### config.mk
export PLATFORM = sky130hd
export DESIGN_NAME = ibex_multdiv_issue
export DESIGN_NICKNAME = d
export VERILOG_FILES = /design/src/rtl/ibex_multdiv_issue.sv
export SDC_FILE = /design/constraint.sdc
export NUM_CORES = 1
export LEC_CHECK = 0
export CORE_AREA = 2 2 191 193
export DETAILED_ROUTE_END_ITERATION = 10
export DIE_AREA = 0 0 193 195
export SLEW_MARGIN = 10
export SYNTH_ARGS = -nofsm -noshare
export SYNTH_HDL_FRONTEND = slang
export SYNTH_SLANG_ARGS = --single-unit
### constraint.sdc
create_clock -name clk_i -period 5.9 [get_ports clk_i]
set_clock_uncertainty 0.05 [all_clocks]
set_input_delay 0.59 -clock clk_i [delete_from_list [all_inputs] [get_ports clk_i]]
set_output_delay 0.59 -clock clk_i [all_outputs]
set_load 0.01 [all_outputs]
### src/rtl/ibex_multdiv_issue.sv
// Issue-side partner of ibex_multdiv_fast: takes one M-extension op over valid/ready,
// drives the multdiv enables/operands, provides adder/imd storage and returns the result.
module ibex_multdiv_issue #(
  parameter int unsigned TIMEOUT_CYCLES = 64,
  parameter int unsigned CNT_W          = 8
) (
  input  logic              clk_i,
  input  logic              rst_i,
  // request port
  input  logic              req_valid_i,
  output logic              req_ready_o,
  input  logic [1:0]        req_op_i,
  input  logic [1:0]        req_signed_mode_i,
  input  logic [31:0]       req_a_i,
  input  logic [31:0]       req_b_i,
  // response port
  output logic              rsp_valid_o,
  input  logic              rsp_ready_i,
  output logic [31:0]       rsp_result_o,
  output logic              rsp_err_o,
  output logic [CNT_W-1:0]  rsp_cycles_o,
  // multdiv control
  output logic              mult_en_o,
  output logic              div_en_o,
  output logic              mult_sel_o,
  output logic              div_sel_o,
  output logic [1:0]        operator_o,
  output logic [1:0]        signed_mode_o,
  output logic [31:0]       op_a_o,
  output logic [31:0]       op_b_o,
  output logic              multdiv_ready_id_o,
  input  logic              valid_i,
  input  logic [31:0]       multdiv_result_i,
  // adder / zero flag
  input  logic [32:0]       alu_operand_a_i,
  input  logic [32:0]       alu_operand_b_i,
  output logic [33:0]       alu_adder_ext_o,
  output logic [31:0]       alu_adder_o,
  output logic              equal_to_zero_o,
  // intermediate-value registers
  input  logic [33:0]       imd_val_d_i [2],
  input  logic [1:0]        imd_val_we_i,
  output logic [33:0]       imd_val_q_o [2]
);

  typedef enum logic [1:0] {IDLE, BUSY, RESP} state_e;

  localparam int unsigned       CNT_LIM = (1 << CNT_W) - 1;
  // Reported cycle count on timeout, clipped to what the counter can show.
  localparam logic [CNT_W-1:0]  TO_CNT  = (TIMEOUT_CYCLES > CNT_LIM) ? {CNT_W{1'b1}}
                                                                     : CNT_W'(TIMEOUT_CYCLES);

  state_e             state;
  logic [CNT_W-1:0]   cnt;
  logic [CNT_W:0]     cnt_inc;
  logic [CNT_W-1:0]   cnt_sat;
  logic               timeout_hit;
  logic               mult_en;
  logic               div_en;

  assign cnt_inc     = {1'b0, cnt} + 1'b1;
  assign cnt_sat     = (&cnt) ? cnt : cnt_inc[CNT_W-1:0];
  assign timeout_hit = (TIMEOUT_CYCLES != 0) && (32'(cnt_inc) == TIMEOUT_CYCLES);

  assign req_ready_o = (state == IDLE);
  assign mult_en_o   = mult_en;
  assign mult_sel_o  = mult_en;
  assign div_en_o    = div_en;
  assign div_sel_o   = div_en;

  always_ff @(posedge clk_i or posedge rst_i) begin
    if (rst_i) begin
      state              <= IDLE;
      cnt                <= '0;
      mult_en            <= 1'b0;
      div_en             <= 1'b0;
      multdiv_ready_id_o <= 1'b0;
      operator_o         <= '0;
      signed_mode_o      <= '0;
      op_a_o             <= '0;
      op_b_o             <= '0;
      rsp_valid_o        <= 1'b0;
      rsp_result_o       <= '0;
      rsp_err_o          <= 1'b0;
      rsp_cycles_o       <= '0;
    end else begin
      unique case (state)
        IDLE: begin
          if (req_valid_i) begin
            operator_o         <= req_op_i;
            signed_mode_o      <= req_signed_mode_i;
            op_a_o             <= req_a_i;
            op_b_o             <= req_b_i;
            cnt                <= '0;
            mult_en            <= ~req_op_i[1];
            div_en             <= req_op_i[1];
            multdiv_ready_id_o <= 1'b1;
            state              <= BUSY;
          end
        end
        BUSY: begin
          // A result arriving on the timeout cycle takes priority over the abort.
          if (valid_i || timeout_hit) begin
            rsp_result_o       <= valid_i ? multdiv_result_i : 32'd0;
            rsp_err_o          <= ~valid_i;
            rsp_cycles_o       <= valid_i ? cnt_sat : TO_CNT;
            rsp_valid_o        <= 1'b1;
            mult_en            <= 1'b0;
            div_en             <= 1'b0;
            multdiv_ready_id_o <= 1'b0;
            state              <= RESP;
          end else begin
            cnt <= cnt_sat;
          end
        end
        RESP: begin
          if (rsp_ready_i) begin
            rsp_valid_o <= 1'b0;
            state       <= IDLE;
          end
        end
        default: state <= IDLE;
      endcase
    end
  end

  always_ff @(posedge clk_i or posedge rst_i) begin
    if (rst_i) begin
      imd_val_q_o[0] <= '0;
      imd_val_q_o[1] <= '0;
    end else begin
      for (int i = 0; i < 2; i++) begin
        if (imd_val_we_i[i]) imd_val_q_o[i] <= imd_val_d_i[i];
      end
    end
  end

  assign alu_adder_ext_o = {1'b0, alu_operand_a_i} + {1'b0, alu_operand_b_i};
  assign alu_adder_o     = alu_adder_ext_o[32:1];
  assign equal_to_zero_o = (op_b_o == 32'd0);

endmodule
==> flow_summary.yaml, run 1 <==
synthesis:
  synth_edf_count: 0
  syn_inst: 968
  yosysTopAreaCell: "dfrtp_1"
  ys_async_sr_fraction_pct: 100
  ys_ff_latch: 191
  syn-cell-area_mm2: 0.00969
  yosysUniqueCellTypes: 66
  synth_area_per_cell_um2: 10.0
  synth_top_area_share_pct: 49.3
  synth_flop_cell: "dfrtp_1"
  ys_seq_area_share_pct: 49.3
  yosysMostFrequentCell: "nand2_1"
  synthTopCellsByCount: "nand2_1, dfrtp_1, mux2_2, a21oi_1, buf_4"
  synth_area_leaders: "dfrtp_1, nand2_1, mux2_2"
  synth_nets: 1245
  ys.warnings.count: 0
setup_path:
  critPathMaxFanout: 5
  crit_arrival_ns: 4.11
  worstSetupStartpointType: "primary input"
  worstSetupEndpointType: "output pin"
  path_class: "primary input to output pin"
  crit_required_ns: 5.26
  r2r_slack_ns: 3.15
clock_tree:
  post_cts_buffers: 0
  clk_pin_slew_ns: 0.07
  tritoncts: "built"
  clk_latency_ns: 0.45
  cts-root-buf: "clkbuf_16"
  clock_path_buffers: 2
  cts-buffers-inserted: 17
  htreeDepth: 4
  ctsHoldBuffers: 0
  cts_resized: 0
  cts_sinks: 191
grt:
  antenna_found_initial: 3
  grt_max_degree: 112
  grt_pass1_wl_mm: 51.2
  grt.overflow.total: 0
  grt_pass1_vias: 9026
  track_usage_pct: 17.8
sta:
  fmax_mhz: 211
  fin_setup_tns_ns: 0
  grt_setup_unrepaired: "no"
  period_share_pct: 80.5
  worst_slew_pin_slew_ns: 0.944
  finalSetupViolCount: 0
  report.final.hold_viol_count: 0
  finalCriticalPeriod_ns: 4.75
  timing.hold.ws_ns: 0.425
  maxSlewViolCount: 0
  max_slew_margin_pct: 35.4
  final.setup.worst_slack_ns: 1.15
power:
  vdd_drop_max_uv: 230
  p_leak_nw: 6.63
  power_density_mw_per_mm2: 374
cells_and_area:
  area_growth_pct: 58.7
  fin_area_mm2: 0.0154
  final_nets: 1680
  final_layout_size_suffix_gt1_share_pct: 8.84
placement:
  portBuffers: 491
  dpl-instance-area_mm2: 0.0148
  dp_worst_setup_slack_ns: 1.15
  place_congestion: 0.866
  dpl.hpwl_mm: 26.1
drt:
  vias_per_cell: 4.66
  drc: 0
  first_iter_violations: 384
  dr_total_vias: 8744
  detail-route-antenna-nets: 0
  drt-total-wl_mm: 33.9
  dr.pass1.iters: 4
  wl_per_cell_um: 18.1
floorplanning:
  die_x_um: 193
  coreArea_mm2: 0.0354
  dieArea_mm2: 0.0376
  start_util_pct: 27.4
  rows: 69
  die_height_um: 195
  pin_count: 492
run:
  cap_viol_max_count: 0
status:
  outcome: "completed"
hold_path:
  hold_class: "flip-flop to flip-flop"
-- per-layer routing --
metal | share of wire [%] | global-route usage, % | up-vias
li1 | - | - | 4187
met1 | 37 | 19.2 | 4146
met2 | 51 | 31.5 | 374
met3 | 9.8 | 6.36 | 35
met4 | 2.1 | 7.10 | 2
met5 | 0.038 | 0 | -
-- power by group --
group	internal (W)	switching (W)	leakage, nW
Sequential	0.00172	0.000295	2.34
Combinational	0.00137	0.00116	4.01
Clock	0.000682	0.000525	0.289
-- placed cells by master (no fill, tap or decap), types with 5 or more instances in the layout --
master / instances
mux2_2: 68
a22o_1: 33
nor2_1: 30
nor4_1: 11
dfrtp_1: 191
xor2_1: 12
a21oi_1: 49
nand2b_1: 10
buf_4: 6
and3_1: 8
nand2_1: 250
a31oi_1: 7
xnor2_1: 18
nand4_1: 6
o21ai_0: 34
inv_1: 10
clkbuf_16: 17
o21bai_1: 5
nor3_1: 6
clkdlybuf4s50_1: 490
nand3_1: 16
a21o_1: 11
ha_1: 35
-- registers in the layout, indices dropped and copies added, names as in the netlist, 2 cells and up --
| signal | count |
|---|---|
| cnt | 8 |
| imd_val_q_o | 68 |
| op_a_o | 32 |
| op_b_o | 32 |
| operator_o | 2 |
| rsp_cycles_o | 8 |
| rsp_result_o | 32 |
| signed_mode_o | 2 |
| state | 2 |
-- layout make-up --
type	instances	area (µm²)
antenna	2	5.00
clock buffer	20	447
clock inverter	10	153
fill	3488	20000
inverter	11	48.8
multi-input combinational	684	4400
sequential	191	4780
tap	461	577
timing repair buffer	498	4970
-- stage by stage --
step / utilization, % / instances / total power (W)
after detailed placement: 41.7 / 1845 / 0.00459
after CTS: 43.4 / 1875 / 0.00585
after floorplan: - / 968 / 0.00315
after global placement: 41.7 / 1845 / 0.00457
final: 43.5 / 1877 / 0.00575
after global routing: 43.5 / 1877 / 0.00612
-- critical path, cell delays in order --
cell and delay [ns]:
clkdlybuf4s50_1 0.46, ha_1 0.18, inv_1 0.06, fa_1 0.38, nand2b_1 0.18, a21o_1 0.21, a211oi_2 0.37, a221oi_2 0.19
and3_1 0.21, a2111oi_0 0.60, clkdlybuf4s50_1 0.67
-- final timing paths --
check,start,endpoint,depth (start not counted)
worst max-delay path,alu_operand_b_i[0],alu_adder_ext_o[28],11
worst min register to register,op_a_o[19],op_a_o[19],2
min in group asynchronous,rst_i,imd_val_q_o[51],2
worst min-delay path,op_a_o[19],op_a_o[19],2
max in group asynchronous,rst_i,rsp_result_o[24],3
worst max register to register,cnt[0],rsp_cycles_o[0],6
-- cell families after synthesis --
family | count (synthesis) | share of synthesized area, %
AOI/OAI and AO/OA | 184 | 13.4
buffers and inverters | 93 | 5.36
xor gates and xnor gates | 30 | 2.71
muxes | 72 | 8.37
DFF | 191 | 49.3
and+or+nand+nor | 362 | 16.1
adders and majority gates | 36 | 4.73
Power figures use the tool's default switching activity.
==> inputs of run 2 (changes only) <==
--- a/config.mk
+++ b/config.mk
@@ -5,9 +5,9 @@
 export SDC_FILE = /design/constraint.sdc
 export NUM_CORES = 1
 export LEC_CHECK = 0
-export CORE_AREA = 2 2 191 193
+export CORE_AREA = 2 2 193 195
 export DETAILED_ROUTE_END_ITERATION = 10
-export DIE_AREA = 0 0 193 195
+export DIE_AREA = 0 0 195 197
 export SLEW_MARGIN = 10
 export SYNTH_ARGS = -nofsm -noshare
 export SYNTH_HDL_FRONTEND = slang
==> constraint.sdc (replaced) <==
create_clock -name clk_i -period 4.5 [get_ports clk_i]
set_clock_uncertainty 0.05 [all_clocks]
set_input_delay 0.45 -clock clk_i [delete_from_list [all_inputs] [get_ports clk_i]]
set_output_delay 0.45 -clock clk_i [all_outputs]
set_load 0.01 [all_outputs]
==> flow_summary.yaml, run 2 (synthesized netlist as in run 1, its figures left out) <==
hold_path:
  hp-start: "op_a_o[24]"
  hold_class: "flip-flop to flip-flop"
setup_path:
  crit_start: "alu_operand_b_i[0]"
  worstSetupEndpointType: "output pin"
  critPathMaxFanout: 5
  r2r_start: "cnt[0]"
  crit_required_ns: 4.00
  path_class: "primary input to output pin"
  crit_arrival_ns: 3.87
  worstSetupStartpointType: "primary input"
power:
  power_density_mw_per_mm2: 496
  vdd_drop_max_uv: 368
  p_leak_nw: 6.65
cells_and_area:
  fill_cells: 3510
  final_nets: 1682
  most-common-layout-cells: "clkdlybuf4s50_1, nand2_1, dfrtp_1"
  area_growth_pct: 59.2
  final_layout_size_suffix_gt1_share_pct: 9.17
  instances_no_fill: 1885
  regMostFlops: "imd_val_q_o"
  final_util_pct: 42.6
  final_common_cell: "clkdlybuf4s50_1"
  num_antenna_cells: 0
  largest_reg_flops: 68
floorplanning:
  die_height_um: 197
  pin_count: 492
  start_util_pct: 26.7
  dieArea_mm2: 0.0384
  coreArea_mm2: 0.0363
  die_x_um: 195
  rows: 70
clock_tree:
  cts-root-buf: "clkbuf_16"
  post_cts_buffers: 0
  tritoncts: "built"
  cts_resized: 0
  htreeDepth: 4
  clk_pin_slew_ns: 0.07
  clk_latency_ns: 0.45
  clock_path_buffers: 2
  cts-buffers-inserted: 17
  ctsHoldBuffers: 0
  cts_sinks: 191
sta:
  report.final.hold_viol_count: 0
  max_slew_margin_pct: 31.6
  final.setup.worst_slack_ns: 0.134
  worst_slew_pin_slew_ns: 1.02
  grt_setup_unrepaired: "no"
  finalSetupViolCount: 0
  finalCriticalPeriod_ns: 4.37
  maxSlewViolCount: 0
  fin_setup_tns_ns: 0
  period_share_pct: 97.0
  fmax_mhz: 229
grt:
  antenna_found_initial: 1
  track_usage_pct: 18.5
  grt.overflow.total: 0
  grt_max_degree: 80
  grt_pass1_vias: 9173
  grt_pass1_wl_mm: 54.1
drt:
  first_iter_violations: 338
  wl_per_cell_um: 19.1
  dr.pass1.iters: 5
  dr_total_vias: 8849
  drc: 0
  drt-total-wl_mm: 36.0
  detail-route-antenna-nets: 0
  vias_per_cell: 4.69
run:
  cap_viol_max_count: 0
placement:
  dpl.cell_count: 1854
  place_congestion: 0.833
  portBuffers: 491
  dp_worst_setup_slack_ns: 0.173
  dpl.hpwl_mm: 27.6
status:
  outcome: "completed"
[run 2: where the power goes]
part / switching, W / internal (W) / total, W / leakage, nW
Clock: 0.000769 / 0.000857 / 0.00163 / 0.298
Sequential: 0.000378 / 0.00226 / 0.00264 / 2.34
Combinational: 0.00159 / 0.00179 / 0.00339 / 4.02
[run 2: worst paths after layout]
| check | end | slack, ns | cells after the start |
|---|---|---|---|
| worst max register to register | rsp_cycles_o[0] | 1.54 | 6 |
| worst min register to register | op_a_o[24] | 0.42 | 2 |
| min in group asynchronous | rsp_result_o[22] | 0.45 | 2 |
| worst min-delay path | op_a_o[24] | 0.42 | 2 |
| worst max-delay path | alu_adder_ext_o[28] | 0.13 | 12 |
| max in group asynchronous | imd_val_q_o[61] | 3.03 | 3 |
[run 2: metrics by stage]
| stage | power (W) | area, µm² | hold slack, ns |
|---|---|---|---|
| 2_1_floorplan | 0.00413 | 9690 | 0.455 |
| 3_3_place_gp | 0.00606 | 14800 | 0.407 |
| 3_5_place_dp | 0.00608 | 14800 | 0.411 |
| 4_1_cts | 0.00775 | 15400 | 0.430 |
| 5_1_grt | 0.00812 | 15400 | 0.450 |
| 6_report | 0.00765 | 15400 | 0.425 |
[run 2: area by class of cell]
| class | count | area (µm²) | share of cell area, % |
|---|---|---|---|
| timing repair buffer | 500 | 5010 | 32.4 |
| sequential | 191 | 4780 | 31.0 |
| tap | 468 | 586 | 3.79 |
| clock inverter | 13 | 178 | 1.15 |
| inverter | 11 | 45.0 | 0.292 |
| multi-input combinational | 684 | 4400 | 28.5 |
| clock buffer | 18 | 439 | 2.85 |
[run 2: metal layers]
metal  GRT usage [%]  share of wire [%]  vias up
met2            32.5                 50      353
met4            5.20                1.7        2
met3            6.66                8.5       35
li1                -                  -     4197
met5               0              0.036        -
met1            21.2                 39     4262
[run 2: critical path, cell delays in order]
cell	delay, ns
clkdlybuf4s50_1	0.46
ha_1	0.20
inv_1	0.07
fa_1	0.40
nand2b_1	0.18
a21o_1	0.21
a211oi_2	0.37
a221oi_2	0.21
and3_1	0.21
a2111oi_0	0.39
buf_4	0.19
clkdlybuf4s50_1	0.53
